--- src/rtl/ysyx_23060124_wbu_if.sv ---
// rtl/ysyx_23060124_wbu_if.sv - execute-to-wbu, wbu-to-fetch and commit-side signal bundle
interface ysyx_23060124_wbu_if #(
  parameter int ISA_WIDTH      = 32,
  parameter int REG_ADDR_WIDTH = 5
);
  // execute -> wbu handshake and payload
  logic                      i_pre_valid;
  logic                      o_pre_ready;
  logic [ISA_WIDTH-1:0]      i_res;
  logic [ISA_WIDTH-1:0]      i_pc;
  logic [ISA_WIDTH-1:0]      i_imm;
  logic [ISA_WIDTH-1:0]      i_src1;
  logic [REG_ADDR_WIDTH-1:0] i_rd;
  logic                      i_rd_wen;
  logic                      i_brch;
  logic                      i_jal;
  logic                      i_jalr;
  logic                      i_ecall;
  logic                      i_mret;

  // current CSR values
  logic [ISA_WIDTH-1:0]      i_mtvec;
  logic [ISA_WIDTH-1:0]      i_mepc;

  // GPR / CSR commit strobes
  logic                      o_rd_wen;
  logic [REG_ADDR_WIDTH-1:0] o_rd;
  logic [ISA_WIDTH-1:0]      o_rd_wdata;
  logic                      o_ecall_wen;
  logic [ISA_WIDTH-1:0]      o_mepc_wdata;
  logic [ISA_WIDTH-1:0]      o_mcause_wdata;

  // wbu -> fetch handshake
  logic [ISA_WIDTH-1:0]      o_next_pc;
  logic                      o_post_valid;
  logic                      i_post_ready;

  // retired-instruction count
  logic [63:0]               o_retire_cnt;

  // the write-back unit itself
  modport slave (
    input  i_pre_valid, i_res, i_pc, i_imm, i_src1, i_rd, i_rd_wen,
           i_brch, i_jal, i_jalr, i_ecall, i_mret, i_mtvec, i_mepc, i_post_ready,
    output o_pre_ready, o_rd_wen, o_rd, o_rd_wdata, o_ecall_wen, o_mepc_wdata,
           o_mcause_wdata, o_next_pc, o_post_valid, o_retire_cnt
  );

  // the surrounding pipeline (execute, CSR file, fetch)
  modport master (
    output i_pre_valid, i_res, i_pc, i_imm, i_src1, i_rd, i_rd_wen,
           i_brch, i_jal, i_jalr, i_ecall, i_mret, i_mtvec, i_mepc, i_post_ready,
    input  o_pre_ready, o_rd_wen, o_rd, o_rd_wdata, o_ecall_wen, o_mepc_wdata,
           o_mcause_wdata, o_next_pc, o_post_valid, o_retire_cnt
  );
endinterface

--- src/rtl/ysyx_23060124_wbu.sv ---
// rtl/ysyx_23060124_wbu.sv - write-back/commit stage: GPR write, ecall CSR update, next-PC handoff, retire count
module ysyx_23060124_wbu #(
  parameter int                   ISA_WIDTH      = 32,
  parameter int                   REG_ADDR_WIDTH = 5,
  parameter logic [ISA_WIDTH-1:0] RESET_PC       = 32'h8000_0000,
  parameter logic [ISA_WIDTH-1:0] ECALL_CAUSE    = 32'd11
) (
  input  logic                 clk,
  input  logic                 i_rst_n,
  ysyx_23060124_wbu_if.slave   bus
);

  typedef enum logic [1:0] {
    S_IDLE    = 2'd0,
    S_COMMIT  = 2'd1,
    S_HANDOFF = 2'd2
  } state_t;

  state_t                    r_state;

  // instruction captured at accept
  logic [ISA_WIDTH-1:0]      r_res;
  logic [ISA_WIDTH-1:0]      r_pc;
  logic [ISA_WIDTH-1:0]      r_imm;
  logic [ISA_WIDTH-1:0]      r_src1;
  logic [ISA_WIDTH-1:0]      r_mepc;
  logic [REG_ADDR_WIDTH-1:0] r_rd;
  logic                      r_brch;
  logic                      r_jal;
  logic                      r_jalr;
  logic                      r_mret;

  // registered outputs
  logic                      r_rd_wen_o;
  logic                      r_ecall_wen_o;
  logic                      r_ecall;
  logic                      r_post_valid;
  logic [ISA_WIDTH-1:0]      r_next_pc;
  logic [63:0]               r_retire_cnt;

  logic [ISA_WIDTH-1:0]      w_next_pc;
  logic                      w_accept;

  // the stage only takes work while idle; readiness never looks at i_pre_valid
  assign bus.o_pre_ready    = (r_state == S_IDLE);
  assign w_accept           = bus.i_pre_valid && (r_state == S_IDLE);

  assign bus.o_rd_wen       = r_rd_wen_o;
  assign bus.o_rd           = r_rd;
  assign bus.o_rd_wdata     = r_res;
  assign bus.o_ecall_wen    = r_ecall_wen_o;
  assign bus.o_mepc_wdata   = r_pc;
  assign bus.o_mcause_wdata = ECALL_CAUSE;
  assign bus.o_next_pc      = r_next_pc;
  assign bus.o_post_valid   = r_post_valid;
  assign bus.o_retire_cnt   = r_retire_cnt;

  // next-PC priority: trap entry, trap return, indirect jump, direct jump, taken branch, sequential
  always_comb begin
    w_next_pc = r_pc + ISA_WIDTH'(4);
    if (r_ecall) begin
      w_next_pc = bus.i_mtvec;
    end else if (r_mret) begin
      w_next_pc = r_mepc;
    end else if (r_jalr) begin
      w_next_pc = (r_src1 + r_imm) & ~ISA_WIDTH'(1);
    end else if (r_jal) begin
      w_next_pc = r_pc + r_imm;
    end else if (r_brch && r_res[0]) begin
      w_next_pc = r_pc + r_imm;
    end
  end

  // IDLE -> COMMIT -> HANDOFF sequencing with capture, one-cycle strobes and the PC handoff
  always_ff @(posedge clk or negedge i_rst_n) begin
    if (!i_rst_n) begin
      r_state       <= S_IDLE;
      r_res         <= '0;
      r_pc          <= '0;
      r_imm         <= '0;
      r_src1        <= '0;
      r_mepc        <= '0;
      r_rd          <= '0;
      r_brch        <= 1'b0;
      r_jal         <= 1'b0;
      r_jalr        <= 1'b0;
      r_ecall       <= 1'b0;
      r_mret        <= 1'b0;
      r_rd_wen_o    <= 1'b0;
      r_ecall_wen_o <= 1'b0;
      r_post_valid  <= 1'b0;
      r_next_pc     <= RESET_PC;
      r_retire_cnt  <= '0;
    end else begin
      case (r_state)
        S_IDLE: begin
          if (w_accept) begin
            r_res         <= bus.i_res;
            r_pc          <= bus.i_pc;
            r_imm         <= bus.i_imm;
            r_src1        <= bus.i_src1;
            r_mepc        <= bus.i_mepc;
            r_rd          <= bus.i_rd;
            r_brch        <= bus.i_brch;
            r_jal         <= bus.i_jal;
            r_jalr        <= bus.i_jalr;
            r_ecall       <= bus.i_ecall;
            r_mret        <= bus.i_mret;
            // x0 is hardwired: a write request to it is dropped here
            r_rd_wen_o    <= bus.i_rd_wen && (bus.i_rd != '0);
            r_ecall_wen_o <= bus.i_ecall;
            r_state       <= S_COMMIT;
          end
        end
        S_COMMIT: begin
          r_rd_wen_o    <= 1'b0;
          r_ecall_wen_o <= 1'b0;
          r_next_pc     <= w_next_pc;
          r_post_valid  <= 1'b1;
          r_retire_cnt  <= r_retire_cnt + 64'd1;
          r_state       <= S_HANDOFF;
        end
        S_HANDOFF: begin
          if (bus.i_post_ready) begin
            r_post_valid <= 1'b0;
            r_state      <= S_IDLE;
          end
        end
        default: begin
          r_rd_wen_o    <= 1'b0;
          r_ecall_wen_o <= 1'b0;
          r_post_valid  <= 1'b0;
          r_state       <= S_IDLE;
        end
      endcase
    end
  end

endmodule

--- src/flat_wrapper.sv ---
// flat-port wrapper written by rule: the top's interface ports become plain ports
module ysyx_23060124_wbu_flat 
#(
  parameter int                   ISA_WIDTH      = 32,
  parameter int                   REG_ADDR_WIDTH = 5,
  parameter logic [ISA_WIDTH-1:0] RESET_PC       = 32'h8000_0000,
  parameter logic [ISA_WIDTH-1:0] ECALL_CAUSE    = 32'd11
)
  (clk, i_rst_n, bus_i_pre_valid, bus_i_res, bus_i_pc, bus_i_imm, bus_i_src1, bus_i_rd, bus_i_rd_wen, bus_i_brch, bus_i_jal, bus_i_jalr, bus_i_ecall, bus_i_mret, bus_i_mtvec, bus_i_mepc, bus_i_post_ready, bus_o_pre_ready, bus_o_rd_wen, bus_o_rd, bus_o_rd_wdata, bus_o_ecall_wen, bus_o_mepc_wdata, bus_o_mcause_wdata, bus_o_next_pc, bus_o_post_valid, bus_o_retire_cnt);
  ysyx_23060124_wbu_if #(.ISA_WIDTH(ISA_WIDTH), .REG_ADDR_WIDTH(REG_ADDR_WIDTH)) bus_i ();
  input  logic clk;
  input  logic i_rst_n;
  input wire logic [$bits(bus_i.i_pre_valid)-1:0] bus_i_pre_valid;
  input wire logic [$bits(bus_i.i_res)-1:0] bus_i_res;
  input wire logic [$bits(bus_i.i_pc)-1:0] bus_i_pc;
  input wire logic [$bits(bus_i.i_imm)-1:0] bus_i_imm;
  input wire logic [$bits(bus_i.i_src1)-1:0] bus_i_src1;
  input wire logic [$bits(bus_i.i_rd)-1:0] bus_i_rd;
  input wire logic [$bits(bus_i.i_rd_wen)-1:0] bus_i_rd_wen;
  input wire logic [$bits(bus_i.i_brch)-1:0] bus_i_brch;
  input wire logic [$bits(bus_i.i_jal)-1:0] bus_i_jal;
  input wire logic [$bits(bus_i.i_jalr)-1:0] bus_i_jalr;
  input wire logic [$bits(bus_i.i_ecall)-1:0] bus_i_ecall;
  input wire logic [$bits(bus_i.i_mret)-1:0] bus_i_mret;
  input wire logic [$bits(bus_i.i_mtvec)-1:0] bus_i_mtvec;
  input wire logic [$bits(bus_i.i_mepc)-1:0] bus_i_mepc;
  input wire logic [$bits(bus_i.i_post_ready)-1:0] bus_i_post_ready;
  output wire logic [$bits(bus_i.o_pre_ready)-1:0] bus_o_pre_ready;
  output wire logic [$bits(bus_i.o_rd_wen)-1:0] bus_o_rd_wen;
  output wire logic [$bits(bus_i.o_rd)-1:0] bus_o_rd;
  output wire logic [$bits(bus_i.o_rd_wdata)-1:0] bus_o_rd_wdata;
  output wire logic [$bits(bus_i.o_ecall_wen)-1:0] bus_o_ecall_wen;
  output wire logic [$bits(bus_i.o_mepc_wdata)-1:0] bus_o_mepc_wdata;
  output wire logic [$bits(bus_i.o_mcause_wdata)-1:0] bus_o_mcause_wdata;
  output wire logic [$bits(bus_i.o_next_pc)-1:0] bus_o_next_pc;
  output wire logic [$bits(bus_i.o_post_valid)-1:0] bus_o_post_valid;
  output wire logic [$bits(bus_i.o_retire_cnt)-1:0] bus_o_retire_cnt;
  assign bus_i.i_pre_valid = bus_i_pre_valid;
  assign bus_i.i_res = bus_i_res;
  assign bus_i.i_pc = bus_i_pc;
  assign bus_i.i_imm = bus_i_imm;
  assign bus_i.i_src1 = bus_i_src1;
  assign bus_i.i_rd = bus_i_rd;
  assign bus_i.i_rd_wen = bus_i_rd_wen;
  assign bus_i.i_brch = bus_i_brch;
  assign bus_i.i_jal = bus_i_jal;
  assign bus_i.i_jalr = bus_i_jalr;
  assign bus_i.i_ecall = bus_i_ecall;
  assign bus_i.i_mret = bus_i_mret;
  assign bus_i.i_mtvec = bus_i_mtvec;
  assign bus_i.i_mepc = bus_i_mepc;
  assign bus_i.i_post_ready = bus_i_post_ready;
  assign bus_o_pre_ready = bus_i.o_pre_ready;
  assign bus_o_rd_wen = bus_i.o_rd_wen;
  assign bus_o_rd = bus_i.o_rd;
  assign bus_o_rd_wdata = bus_i.o_rd_wdata;
  assign bus_o_ecall_wen = bus_i.o_ecall_wen;
  assign bus_o_mepc_wdata = bus_i.o_mepc_wdata;
  assign bus_o_mcause_wdata = bus_i.o_mcause_wdata;
  assign bus_o_next_pc = bus_i.o_next_pc;
  assign bus_o_post_valid = bus_i.o_post_valid;
  assign bus_o_retire_cnt = bus_i.o_retire_cnt;
  ysyx_23060124_wbu #(.ISA_WIDTH(ISA_WIDTH), .REG_ADDR_WIDTH(REG_ADDR_WIDTH), .RESET_PC(RESET_PC), .ECALL_CAUSE(ECALL_CAUSE)) u_core (.clk(clk), .i_rst_n(i_rst_n), .bus(bus_i));
endmodule
--- config.mk ---
export PLATFORM = sky130hd
export DESIGN_NAME = ysyx_23060124_wbu_flat
export DESIGN_NICKNAME = d
export VERILOG_FILES = /design/src/rtl/ysyx_23060124_wbu_if.sv /design/src/rtl/ysyx_23060124_wbu.sv /design/src/flat_wrapper.sv
export SDC_FILE = /design/constraint.sdc
export NUM_CORES = 1
export LEC_CHECK = 0
export ABC_AREA = 0
export BUFFER_PORTS_ARGS = -buffer_cell sky130_fd_sc_hd__buf_4
export CORE_ASPECT_RATIO = 0.6
export CORE_MARGIN = 1
export CORE_UTILIZATION = 50
export CTS_BUF_LIST = sky130_fd_sc_hd__clkbuf_16
export CTS_CLUSTER_SIZE = 40
export DETAILED_ROUTE_END_ITERATION = 10
export GPL_ROUTABILITY_DRIVEN = 0
export PLACE_DENSITY = 0.76
export SETUP_SLACK_MARGIN = 0.4
export SYNTH_ARGS = -nofsm -noshare
export SYNTH_HDL_FRONTEND = slang
export SYNTH_SLANG_ARGS = --single-unit
--- constraint.sdc ---
create_clock -name clk -period 4.19 [get_ports clk]
set_clock_uncertainty 0.2 [all_clocks]
set_input_delay 0.2095 -clock clk [delete_from_list [all_inputs] [get_ports clk]]
set_output_delay 0.2095 -clock clk [all_outputs]
set_load 0.05 [all_outputs]
==> out/qor.txt <==
unrepaired setup endpoints after global routing - false
critical path type - flip-flop to flip-flop
most common cell after layout, fill and taps aside - buf_4
hold_buf cts - 205
Die H - 138.5 um
vias in the first global route - 14580
max-slew violation count - 0
Fmax - 291.2 MHz
filler cell count - 2183
synthesized area - 15530 sq um
sequential fraction of the synthesis area - 43.68%
area delta synth->final - 39.45%
mean post-synth cell area - 10.19 sq um
Cells after Synth - 1524
chip width - 229.5 um
number of enable flip-flop cells after synthesis - 0
Final min period - 3434 ps
Tcrit/Tclk final - 81.95%
first-pass GRT wire length - 81.06 mm
final core utilization - 71.65%
initial core utilization - 51.38%
Worst Tran Pin Value - 1178 ps
CTS Buffer Depth - 3
Clock Latency Late Sink - 550 ps
Clk pin slew, worst setup/hold paths - 80 ps
clock buffer count from CTS - 26
worst r2r path cells - 10
fraction of registers with async set/reset - 100.0%
Final Non-Filler Cells - 2516
Reg area - 6783 sq um
hold slack - 86.61 ps
run status - finished, final reports clean
endpoint type of the worst setup path - flip-flop
P_leak - 9.884 nW
Post-layout nets - 2357
PwrDens - 915.3 nW/um^2
Area after DPL - 18690 sq um
most used flip-flop cell after synthesis - dfrtp_1
crit path launch - u_core.bus.o_mepc_wdata[12]
io pins - 408
crit path capture - u_core.bus.o_next_pc[29]
Clock H-tree levels - 1
Iter 0 DRT Violations - 1562
Multi-input gate area - 8314 sq um
row cnt - 49
# Post-CTS Setup Buffers - 0
CP Launch Type - flip-flop
worst path arrival time - 3690 ps
flops & latches, synth - 271
Hold/Removal Path Class - input port to flip-flop
Peak VDD IR - 692.4 uV
Yosys Warn Count - 0
die area - 31790 sq um
most frequent cells in the layout - buf_4 (388), dfrtp_1 (270), dlygate4sd3_1 (205), mux2_2 (159), nand2_1 (123)
GRT Resource Usage Total - 32.15%
total grt overflow - 0
Fin Setup TNS - 0 ps
post-CTS sizing - 0
Cell variety after synth - 75
slew margin rel. - 21.28%
WL/cell - 20.53 um
antenna-violating nets left - 0
Tot Pwr - 19.82 mW
vias per cell - 5.763
dpl hpwl - 36.78 mm
design area - 21660 sq um
fin worst setup slack - 756.4 ps
Crit Path Max Fanout - 5
post-placement cell count - 2260
Crit Reg-Reg Endpoint - u_core.bus.o_next_pc[29]
total number of vias - 14500
final wirelength - 51.66 mm
CORE AREA - 30230 sq um
max-cap viol count - 0
Root Buffer - clkbuf_16
Worst R2R Start - u_core.bus.o_mepc_wdata[12]
Hold Vio Cnt, Final - 0
required time of the critical path - 4440 ps
largest net degree at the start of global routing - 117
initial antenna violation count - 3
setup violators final - 0
drt pass-1 iters - 6
pre-CTS WS - 879.3 ps
DR DRC count - 0
Sink Count - 271
Reg2Reg Setup Slack - 760 ps
CTS tree - done
I/O Buffers - 375
share of layout cells above drive strength 1 - 29.45%
[synth_stat cells (18+ instances only)]
cell type	n	area [sq um]
dfrtp_1	270	6756
mux2_2	159	1790
nand2_1	123	461.7
nor2_1	97	364.1
a21oi_1	96	480.5
xnor2_1	92	805.8
o21ai_0	75	375.4
ha_1	63	788.3
clkbuf_1	56	210.2
nand3_1	55	275.3
xor2_1	49	429.2
and3_1	32	200.2
buf_4	32	240.2
a21o_1	31	232.7
nand4_1	24	150.1
nor3_1	24	120.1
inv_1	19	71.32
a211oi_1	18	135.1
o211ai_1	18	135.1
[critical path: stages (launching register included)]
cell and delay (ps):
dfrtp_1 480, ha_1 410, a21oi_1 450, o211ai_1 160, a31oi_1 460, o31a_1 340
a31o_1 200, nor2b_1 170, xnor2_1 140, nand3_1 100, a41oi_1 240
[power breakdown]
group	total, mW	internal (mW)	switching (mW)
clock	2.52	1.43	1.09
combinational	12.6	4.79	7.78
sequential	4.73	3.66	1.07
[how the worst min path moves through the flow]
stage / startpoint / to / slack, ps / cells past startpoint
floorplan: i_rst_n / u_core.bus.o_ecall_wen / -290 / 0
global placement: i_rst_n / u_core.bus.o_rd_wdata[27] / 160 / 1
detailed placement: i_rst_n / u_core.bus.o_rd_wdata[23] / 170 / 1
CTS: bus_i_mtvec[25] / u_core.bus.o_next_pc[25] / 80 / 5
global route: bus_i_mtvec[25] / u_core.bus.o_next_pc[25] / 140 / 5
finish: bus_i_mtvec[25] / u_core.bus.o_next_pc[25] / 90 / 5
[kinds of logic after synthesis]
| logic type | share of synthesized area [%] |
|---|---|
| other | 0.04836 |
| adder cells (fa/ha/maj) | 5.334 |
| multiplexers | 11.92 |
| AO/OA/AOI/OAI | 14.33 |
| XOR/XNOR | 7.952 |
| flip-flops | 43.68 |
| buffers and inverters | 3.617 |
| AND/OR/NAND/NOR | 13.13 |
[flip-flops by register name (all words and copies together), names as in the netlist]
register	count
u_core.bus.o_post_valid	1
u_core.bus.o_mepc_wdata	32
u_core.r_mepc	32
u_core.r_src1	32
u_core.r_jal	1
u_core.r_mret	1
u_core.bus.o_rd_wdata	32
u_core.bus.o_rd_wen	1
u_core.r_ecall	1
u_core.bus.o_retire_cnt	64
u_core.r_imm	32
u_core.r_brch	1
u_core.r_jalr	1
u_core.r_state	2
u_core.bus.o_next_pc	32
u_core.bus.o_ecall_wen	1
u_core.bus.o_rd	5
[routing by layer]
metal	up-vias	track usage [%]	wire length, um
met4	0	10.00	1863
met3	124	6.704	4474
met5	-	0	0
met2	720	51.26	23820
li1	6588	-	-
met1	7068	43.96	21500
[cell type report]
class / instances / share of cell area, %
Multi-Input combinational cell: 1167 / 38.39
Sequential cell: 271 / 31.32
Tap cell: 408 / 2.357
Clock inverter: 21 / 1.051
Timing Repair Buffer: 598 / 23.36
Clock buffer: 27 / 3.120
Inverter: 21 / 0.3640
Antenna cell: 3 / 0.03466
Note: power is estimated with default switching activity, not from simulation.
